===== src/rtl/ibex_pkg.sv =====
// Shared types for the register-file writeback arbiter: destination select and
// buffered FPU result entry.
package ibex_pkg;

  typedef enum logic {
    RF_SEL_INT = 1'b0,
    RF_SEL_FP  = 1'b1
  } rf_sel_e;

  typedef struct packed {
    rf_sel_e     sel;
    logic [4:0]  waddr;
    logic [31:0] wdata;
  } rf_wb_entry_t;

  function automatic logic [31:0] reg_onehot(input logic [4:0] addr);
    return 32'b1 << addr;
  endfunction

endpackage


===== src/rtl/ibex_rf_wb_fifo.sv =====
// In-order FIFO of buffered FPU results. Exposes per-entry valid, select and
// address so the parent can build register pending masks.
module ibex_rf_wb_fifo
  import ibex_pkg::*;
#(
  parameter int unsigned Depth = 2
) (
  input  logic                         clk_i,
  input  logic                         rst_ni,
  input  logic                         push_i,
  input  rf_wb_entry_t                 push_data_i,
  input  logic                         pop_i,
  output rf_wb_entry_t                 head_o,
  output logic                         full_o,
  output logic                         empty_o,
  output logic [$clog2(Depth+1)-1:0]   count_o,
  output logic [Depth-1:0]             valid_o,
  output logic [Depth-1:0]             entry_sel_o,
  output logic [4:0]                   entry_waddr_o [Depth]
);

  localparam int unsigned PtrW = (Depth > 1) ? $clog2(Depth) : 1;
  localparam int unsigned CntW = $clog2(Depth + 1);

  rf_wb_entry_t    mem_q [Depth];
  logic [PtrW-1:0] wr_ptr_q, wr_ptr_d;
  logic [PtrW-1:0] rd_ptr_q, rd_ptr_d;
  logic [CntW-1:0] count_q, count_d;
  logic            do_push, do_pop;

  function automatic logic [PtrW-1:0] ptr_inc(input logic [PtrW-1:0] p);
    return (p == PtrW'(Depth - 1)) ? '0 : p + 1'b1;
  endfunction

  assign full_o  = (count_q == CntW'(Depth));
  assign empty_o = (count_q == '0);
  assign count_o = count_q;
  assign head_o  = mem_q[rd_ptr_q];

  assign do_push = push_i & ~full_o;
  assign do_pop  = pop_i & ~empty_o;

  // NOTE: every signal driven from always_comb gets a default first, so no path leaves it unassigned and no latch is inferred.
  always_comb begin
    wr_ptr_d = wr_ptr_q;
    rd_ptr_d = rd_ptr_q;
    count_d  = count_q;
    if (do_push) wr_ptr_d = ptr_inc(wr_ptr_q);
    if (do_pop)  rd_ptr_d = ptr_inc(rd_ptr_q);
    case ({do_push, do_pop})
      2'b10:   count_d = count_q + 1'b1;
      2'b01:   count_d = count_q - 1'b1;
      default: count_d = count_q;
    endcase
  end

  // NOTE: sequential state uses non-blocking assignments so every flop samples pre-edge values.
  always_ff @(posedge clk_i or negedge rst_ni) begin
    if (!rst_ni) begin
      wr_ptr_q <= '0;
      rd_ptr_q <= '0;
      count_q  <= '0;
    end else begin
      wr_ptr_q <= wr_ptr_d;
      rd_ptr_q <= rd_ptr_d;
      count_q  <= count_d;
    end
  end

  // NOTE: storage is not reset; an entry is only observed while count marks it valid.
  always_ff @(posedge clk_i) begin
    if (do_push) mem_q[wr_ptr_q] <= push_data_i;
  end

  // An entry is live when its distance from the read pointer is below count.
  always_comb begin
    valid_o = '0;
    for (int i = 0; i < Depth; i++) begin
      valid_o[i] = ((unsigned'(i) + Depth - 32'(rd_ptr_q)) % Depth) < 32'(count_q);
    end
  end

  always_comb begin
    entry_sel_o = '0;
    for (int i = 0; i < Depth; i++) begin
      entry_sel_o[i]   = (mem_q[i].sel == RF_SEL_FP);
      entry_waddr_o[i] = mem_q[i].waddr;
    end
  end

  assert property (@(posedge clk_i) disable iff (!rst_ni) push_i |-> !full_o);
  assert property (@(posedge clk_i) disable iff (!rst_ni) pop_i |-> !empty_o);

endmodule


===== src/rtl/ibex_rf_wb_arbiter.sv =====
// Merges writeback-stage RF writes with buffered multi-cycle FPU results.
// Optional same-cycle FPU bypass when IBEX_RF_WB_BYPASS_EN is defined.
module ibex_rf_wb_arbiter
  import ibex_pkg::*;
#(
  parameter int unsigned Depth = 2
) (
  input  logic        clk_i,
  input  logic        rst_ni,
  input  logic        rf_we_wb_i,
  input  logic        rf_fp_wb_i,
  input  logic [4:0]  rf_waddr_wb_i,
  input  logic [31:0] rf_wdata_wb_i,
  input  logic        fpu_valid_i,
  output logic        fpu_ready_o,
  input  logic        fpu_fp_i,
  input  logic [4:0]  fpu_waddr_i,
  input  logic [31:0] fpu_wdata_i,
  output logic        rf_we_int_o,
  output logic [4:0]  rf_waddr_int_o,
  output logic [31:0] rf_wdata_int_o,
  output logic        rf_we_fp_o,
  output logic [4:0]  rf_waddr_fp_o,
  output logic [31:0] rf_wdata_fp_o,
  output logic [31:0] pend_int_o,
  output logic [31:0] pend_fp_o,
  output logic        idle_o
);

  rf_wb_entry_t                fifo_head;
  rf_wb_entry_t                fifo_in;
  logic                        fifo_full, fifo_empty, fifo_push;
  logic [$clog2(Depth+1)-1:0]  fifo_count;
  logic [Depth-1:0]            fifo_valid, fifo_sel;
  logic [4:0]                  fifo_waddr [Depth];

  logic wb_int, wb_fp;
  logic accept, discard, bypass;
  logic head_busy, drain, drain_int, drain_fp, bypass_int, bypass_fp;

  assign wb_int = rf_we_wb_i & ~rf_fp_wb_i;
  assign wb_fp  = rf_we_wb_i &  rf_fp_wb_i;

  assign fpu_ready_o = ~fifo_full;
  assign accept      = fpu_valid_i & fpu_ready_o;
  assign discard     = accept & ~fpu_fp_i & (fpu_waddr_i == 5'd0);

`ifdef IBEX_RF_WB_BYPASS_EN
  logic fpu_port_busy;
  assign fpu_port_busy = fpu_fp_i ? wb_fp : wb_int;
  // With an empty FIFO there is no older result to overtake, so a free port can be written directly.
  assign bypass = accept & ~discard & fifo_empty & ~fpu_port_busy;
`else
  assign bypass = 1'b0;
`endif

  assign fifo_push = accept & ~discard & ~bypass;
  assign fifo_in   = '{sel: rf_sel_e'(fpu_fp_i), waddr: fpu_waddr_i, wdata: fpu_wdata_i};

  // Only the head may drain; a blocked head holds back every younger entry.
  assign head_busy  = (fifo_head.sel == RF_SEL_FP) ? wb_fp : wb_int;
  assign drain      = ~fifo_empty & ~head_busy;
  assign drain_int  = drain & (fifo_head.sel == RF_SEL_INT);
  assign drain_fp   = drain & (fifo_head.sel == RF_SEL_FP);
  assign bypass_int = bypass & ~fpu_fp_i;
  assign bypass_fp  = bypass &  fpu_fp_i;

  ibex_rf_wb_fifo #(
    .Depth (Depth)
  ) u_fifo (
    .clk_i         (clk_i),
    .rst_ni        (rst_ni),
    .push_i        (fifo_push),
    .push_data_i   (fifo_in),
    .pop_i         (drain),
    .head_o        (fifo_head),
    .full_o        (fifo_full),
    .empty_o       (fifo_empty),
    .count_o       (fifo_count),
    .valid_o       (fifo_valid),
    .entry_sel_o   (fifo_sel),
    .entry_waddr_o (fifo_waddr)
  );

  always_comb begin
    rf_we_int_o    = 1'b0;
    rf_waddr_int_o = '0;
    rf_wdata_int_o = '0;
    if (wb_int) begin
      rf_we_int_o    = 1'b1;
      rf_waddr_int_o = rf_waddr_wb_i;
      rf_wdata_int_o = rf_wdata_wb_i;
    end else if (drain_int) begin
      rf_we_int_o    = 1'b1;
      rf_waddr_int_o = fifo_head.waddr;
      rf_wdata_int_o = fifo_head.wdata;
    end else if (bypass_int) begin
      rf_we_int_o    = 1'b1;
      rf_waddr_int_o = fpu_waddr_i;
      rf_wdata_int_o = fpu_wdata_i;
    end
  end

  always_comb begin
    rf_we_fp_o    = 1'b0;
    rf_waddr_fp_o = '0;
    rf_wdata_fp_o = '0;
    if (wb_fp) begin
      rf_we_fp_o    = 1'b1;
      rf_waddr_fp_o = rf_waddr_wb_i;
      rf_wdata_fp_o = rf_wdata_wb_i;
    end else if (drain_fp) begin
      rf_we_fp_o    = 1'b1;
      rf_waddr_fp_o = fifo_head.waddr;
      rf_wdata_fp_o = fifo_head.wdata;
    end else if (bypass_fp) begin
      rf_we_fp_o    = 1'b1;
      rf_waddr_fp_o = fpu_waddr_i;
      rf_wdata_fp_o = fpu_wdata_i;
    end
  end

  // Masks come from registered entries only, so a draining entry is still shown.
  always_comb begin
    pend_int_o = '0;
    pend_fp_o  = '0;
    for (int i = 0; i < Depth; i++) begin
      if (fifo_valid[i]) begin
        if (fifo_sel[i]) pend_fp_o  = pend_fp_o  | reg_onehot(fifo_waddr[i]);
        else             pend_int_o = pend_int_o | reg_onehot(fifo_waddr[i]);
      end
    end
    pend_int_o[0] = 1'b0;
  end

  assign idle_o = (fifo_count == '0);

  assert property (@(posedge clk_i) disable iff (!rst_ni) $onehot0({wb_int, drain_int, bypass_int}));
  assert property (@(posedge clk_i) disable iff (!rst_ni) $onehot0({wb_fp, drain_fp, bypass_fp}));

endmodule


===== config.mk =====
export PLATFORM = sky130hd
export DESIGN_NAME = ibex_rf_wb_arbiter
export DESIGN_NICKNAME = d
export VERILOG_FILES = /design/src/rtl/ibex_pkg.sv /design/src/rtl/ibex_rf_wb_fifo.sv /design/src/rtl/ibex_rf_wb_arbiter.sv
export SDC_FILE = /design/constraint.sdc
export NUM_CORES = 1
export LEC_CHECK = 0
export BUFFER_PORTS_ARGS = -buffer_cell sky130_fd_sc_hd__buf_2
export CAP_MARGIN = 40
export CORE_AREA = 8 8 127 129
export DETAILED_ROUTE_END_ITERATION = 16
export DIE_AREA = 0 0 135 137
export PLACE_DENSITY = 0.69
export SYNTH_ARGS = -nofsm -noshare
export SYNTH_HDL_FRONTEND = slang
export SYNTH_SLANG_ARGS = --single-unit

===== constraint.sdc =====
create_clock -name clk_i -period 5.1 [get_ports clk_i]
set_clock_uncertainty 0.05 [all_clocks]
set_input_delay 0.51 -clock clk_i [delete_from_list [all_inputs] [get_ports clk_i]]
set_output_delay 0.51 -clock clk_i [all_outputs]
set_load 0.02 [all_outputs]

# After elaboration in Yosys (flattened, before gate mapping)
# Memories as Yosys holds them, arrays and structs flattened.
# Index checks and enable logic that the tools add are counted.
# word_totals
ff_bits	4
mem_bits_rw	76
in_bits	80
word_cells	66
memories	1
# op_classes
n_addsub	6
magnitude_cmp	2
n_eq_ne	3
shifts	2
mux	26
bitwise	20
reduce_logical	3
# mem_list
memory	words	width	read_ports	rd_ports_with_merged_regs	wr	line	text
u_fifo.mem_q	2	38	3	0	1	ibex_rf_wb_fifo.sv:25	rf_wb_entry_t mem_q [Depth];
# op_table
cell	count
2-to-1 mux 32 bit	12
bitwise OR 32 bit	2
left shift 1 x 5 -> 32 bit (first input constant)	2
2-to-1 mux 5 bit	4
AND 1 bit	11
2-to-1 mux 1 bit	9
NOT 1 bit	7
logical NOT 5 bit	1
equality test 2 bit (second input constant)	2
less-than comparator 1 x 2 -> 1 bit	2
one-hot mux 2 bit (2 select lines)	1
adder 1 bit (second input constant)	2
adder 2 x 1 -> 2 bit (second input constant)	1
equality test 2 x 1 -> 1 bit (second input constant)	1
logical NOT 2 bit	1
nonzero test 2 bit	1
subtractor 1 bit (first input constant)	2
subtractor 2 x 1 -> 2 bit (second input constant)	1

# Depth between registers and ports, before layout
# logic_depth
depth_word	10
depth_mapped	8

# By module
# From an unflattened synthesis, not the netlist that was laid out.
# hier_totals
cells_unflattened	503
hier_area_um2	5247.5
# modules_own_cells
module	n_inst	cells_each	area_each_um2	seq_area_each_um2
ibex_rf_wb_fifo	1	151	3035.4	2382.3
ibex_rf_wb_arbiter	1	352	2212.1	0.0

# Worst setup path before layout
# OpenSTA, ideal clock, no wires.
# synth_timing
path_kind	reg2reg
from	reg u_fifo.count_q[0], in the netlist u_fifo.count_o[0]
to	mem u_fifo.mem_q[0][0] (netlist name), enable pin
setup_time_ns	0.433
arrival_time_ns	2.565
slack_ns	2.052
stages_incl_launch_ff	5
path_buffers	1
period_less_slack_ns	3.048
cell_sequence	dfrtp_1 buf_2 nand2b_1 o311ai_4 nor2_1
# synth_via
elab_chain_cells	10
# synth_rtl
item	line	text
from (decl)	ibex_rf_wb_fifo.sv:28	logic [CntW-1:0] count_q, count_d;
from (signal assigned)	ibex_rf_wb_fifo.sv:66	count_q <= count_d;
equality test 2 bit (*)	ibex_rf_wb_fifo.sv:35	assign full_o = (count_q == CntW'(Depth));
NOT 1 bit (*)	ibex_rf_wb_arbiter.sv:44	assign fpu_ready_o = ~fifo_full;
named net fpu_ready_o	ibex_rf_wb_arbiter.sv:15	output logic fpu_ready_o,
AND 1 bit	ibex_rf_wb_arbiter.sv:45	assign accept = fpu_valid_i & fpu_ready_o;
AND 1 bit (2 in a row)	ibex_rf_wb_arbiter.sv:46	assign discard = accept & ~fpu_fp_i & (fpu_waddr_i == 5'd0);
NOT 1 bit	ibex_rf_wb_arbiter.sv:57	assign fifo_push = accept & ~discard & ~bypass;
AND 1 bit	ibex_rf_wb_arbiter.sv:57	
AND 1 bit (*)	ibex_rf_wb_fifo.sv:40	assign do_push = push_i & ~full_o;
2-to-1 mux 1 bit (*)	ibex_rf_wb_fifo.sv:72	if (do_push) mem_q[wr_ptr_q] <= push_data_i;
2-to-1 mux 1 bit (implied by the code) (*)	ibex_rf_wb_fifo.sv:72	
to (decl)	ibex_rf_wb_fifo.sv:25	
# Mark *: on every way through the listed nets, which the timed path passes. The rest lies on a longest branch.

# Final worst setup path
# layout_timing
from	reg u_fifo.rd_ptr_q
to	out rf_wdata_int_o[13]
# layout_via
elab_chain_cells	7
elab_cells_between_ends	8
# layout_rtl
item	line	text
from (decl)	ibex_rf_wb_fifo.sv:27	logic [PtrW-1:0] rd_ptr_q, rd_ptr_d;
from (signal assigned)	ibex_rf_wb_fifo.sv:65	rd_ptr_q <= rd_ptr_d;
memory read (2 x 38 bit) (*)	n/a	
2-to-1 mux 1 bit	ibex_rf_wb_arbiter.sv:61	assign head_busy = (fifo_head.sel == RF_SEL_FP) ? wb_fp : wb_int;
NOT 1 bit	ibex_rf_wb_arbiter.sv:62	assign drain = ~fifo_empty & ~head_busy;
AND 1 bit	ibex_rf_wb_arbiter.sv:62	
AND 1 bit	ibex_rf_wb_arbiter.sv:63	assign drain_int = drain & (fifo_head.sel == RF_SEL_INT);
2-to-1 mux 32 bit (*)	ibex_rf_wb_arbiter.sv:93	end else if (drain_int) begin
2-to-1 mux 32 bit (*)	ibex_rf_wb_arbiter.sv:89	if (wb_int) begin
to (decl)	ibex_rf_wb_arbiter.sv:21	output logic [31:0] rf_wdata_int_o,
# Mark *: on every way between the ends. The rest lies on a longest branch, timed or not.

==> metrics <==
Tcrit/Tclk final=60.2%; Tot GR Track Use=17.2%; status=complete, no violations; Worst-Margin Slew=0.828 ns; Worst R2R Start=u_fifo.rd_ptr_q; RSZ-0062 raised after global routing=no; post-CTS setup-driven buffer insertion count=0; Reg clk slew, reported paths=0.06 ns; Routed Antenna Nets=0; Skew-Pair Late Insertion Delay=0.33 ns; Synth Area in Adders=0.261%; reg-to-reg slack, setup=2.88 ns; first-pass GRT wire length=25200 um; largest area contributor in the netlist=edfxtp_1; Synth Area in Compound Gates=23.9%; hold path startpoint=fpu_wdata_i[27]; maxcap violations=0; Worst Path Buf+Inv=2; Post-Place Cell Area=6080 um2; Max FO, Critical Path=38; drt wl/cell=19.1 um; CP required=4.54 ns; commonest non-fill, non-tap cell in the layout=buf_2; synthesis-stage register bit count=80; CTS HTree Levels=3; dpl cells=831; Congestion Overflow GR=0; DP Wirelength=12900 um; cells along the critical path=mux2i_1 -> o21ai_4 -> buf_4 -> o31ai_1 -> buf_2; root buffer cell=clkbuf_16; Die ar.=18500 um2; Worst EP arrival=2.51 ns; startpoint types=flop; Via density=5.58; ranking of synthesized cells by area=edfxtp_1, o31ai_1, o22ai_1; CP endpoint kind=primary output; Post-Syn Area=4800 um2; post-route minimum period=3.07 ns; total CTS buffers=9; antenna fix cells=0; Syn Area/Cell=10.5 um2; cells on worst reg2reg path=6; Slew Limit Fails=0; Post-Synth XOR/XNOR Area=0.913%; post-synthesis simple-gate area fraction=12.7%; Worst Hold Path EP=u_fifo.mem_q[0][27]; reg2reg end=u_fifo.count_o[1]; Worst path top cell family by delay=flip-flops; critical path class=flop to primary output; buffers added on ports=220; crit-path max cell delay=0.68 ns; Synth top area share=47.6%; Yosys Warn Count=0; share of cells above drive strength 1=41.4%; sequential-to-total area share from yosys stat=49.7%; worst hold path cell count=1; Post-Route WL=16200 um; Initial Util=33.8%; Core Footprint=14200 um2; worst rel slew slack=44.8%; Finished Cell Area=6400 um2; FF+latch area=2380 um2; setup ws final=2.03 ns; post-synthesis cell type count=33; initial antenna violation count=1; largest family of logic cells by synthesized area=compound AO/OA/AOI/OAI gates; DRT Pass-1 Iters=5; synthesized netlist cell count=457; height of the die=137 um; pwr dens=525 nW/um2; post-route setup TNS=0 ns; maximum VDD drop=0.278 mV; # fillers=1349; Nets=740; post-place setup slack=2.38 ns; clock sink count=80; Hold Path Class=input pin to flop; I/O pin count=222; 1st-iter DRT viols=312; commonest cells after routing, fill and taps aside=buf_2, nand2_1, edfxtp_1, o22ai_1, o31ai_1; syn_nets=538; DR DRC count=0; multi-input logic area=2230 um2; PostCTS Resize Cnt=0; die span in x=135 um; number of global-route vias before repair=4930; largest net degree at the start of global routing=76; routability cong.=0.958; Syn-to-layout area delta=33.4%; Leak Pwr=2.70 nW; final hold vios=0; Critical-path top delay cell=dfrtp_2; num rows=44; TritonCTS clock tree=done; Setup violations, final=0; Max Root-Sink Buffers=2; DR vias=4736; Fmax=0.326 GHz; fin cells=848; mux cell area share after synthesis=7.93%
-- how the worst max path moves through the flow --
stage	slack [ns]	end	cells past startpoint	startpoint
2_1_floorplan	2.05	u_fifo.mem_q[0][0]	4	u_fifo.count_o[0]
3_3_place_gp	2.24	rf_wdata_fp_o[16]	4	u_fifo.rd_ptr_q
3_5_place_dp	2.38	rf_wdata_int_o[13]	5	u_fifo.rd_ptr_q
4_1_cts	2.00	rf_wdata_int_o[13]	5	u_fifo.rd_ptr_q
5_1_grt	1.89	rf_wdata_fp_o[10]	5	u_fifo.rd_ptr_q
6_report	2.03	rf_wdata_int_o[13]	5	u_fifo.rd_ptr_q
-- metrics by stage --
| stage | utilization [%] | hold slack [ns] | power [W] |
|---|---|---|---|
| after floorplan | - | 0.164 | 0.00218 |
| after global placement | 42.1 | 0.267 | 0.00262 |
| after detailed placement | 42.8 | 0.271 | 0.00273 |
| after CTS | 45.0 | 0.289 | 0.00338 |
| after global routing | 45.0 | 0.289 | 0.00354 |
| final | 45.0 | 0.307 | 0.00336 |
-- state kept, by name, indices dropped and copies added (netlist names) --
signal,cells
u_fifo.count_o,2
u_fifo.mem_q,76
u_fifo.rd_ptr_q,1
u_fifo.wr_ptr_q,1
-- routing by layer --
layer  wire length [um]  global-route usage [%]  part of all wire [%]
met1               6170                    18.2                    38
met2               7730                    29.9                    48
met3               1810                    6.28                    11
met4                473                    8.57                   2.9
met5                 10                       0                 0.062
-- final cells by class --
type | instances | area share [%]
flip-flops and latches | 80 | 37.3
clock inverters | 7 | 1.21
inverters | 1 | 0.0587
well taps | 184 | 3.60
multi-input cells | 335 | 34.9
repair buffers | 232 | 19.5
clock buffers | 9 | 3.52
-- synthesized netlist by cell type --
cell and count:
nand2_1 94, edfxtp_1 76, o22ai_1 64, o31ai_1 55, mux2i_1 38, o31ai_2 20, clkbuf_1 19, buf_2 15
nand3_1 14, nor2b_1 12, nor2_1 10, buf_6 5, dfrtp_1 4, nand2b_1 4, o21ai_1 4, xnor2_1 3
nand3b_1 2, nand4_1 2, xor2_1 2, a211oi_1 1, a21o_1 1, a21oi_1 1, a221o_1 1, and2_1 1
buf_1 1, buf_4 1, conb_1 1, ha_1 1, inv_1 1, o211ai_1 1, o311ai_4 1, or2_1 1
or4_1 1
-- report_power, final --
| part | switching [W] | internal [W] | total, W |
|---|---|---|---|
| Combinational | 0.00113 | 0.000562 | 0.00169 |
| Clock | 0.000259 | 0.000383 | 0.000641 |
| Sequential | 0.000126 | 0.000901 | 0.00103 |
| Total | 0.00151 | 0.00185 | 0.00336 |
-- what timing repair did --
item                                   4_1_cts  5_1_grt
setup endpoints to repair                    0        0
hold buffers                                 1        0
endpoints found under the hold margin        4        0
-- cell families after synthesis --
| family | after synthesis |
|---|---|
| compound gates | 149 |
| simple gates | 141 |
| flops | 80 |
| buf+inv | 42 |
| mux | 38 |
| xor+xnor | 5 |
| fa+ha+maj | 1 |
| other cells | 1 |
Note: power is estimated with default switching activity, not from simulation.
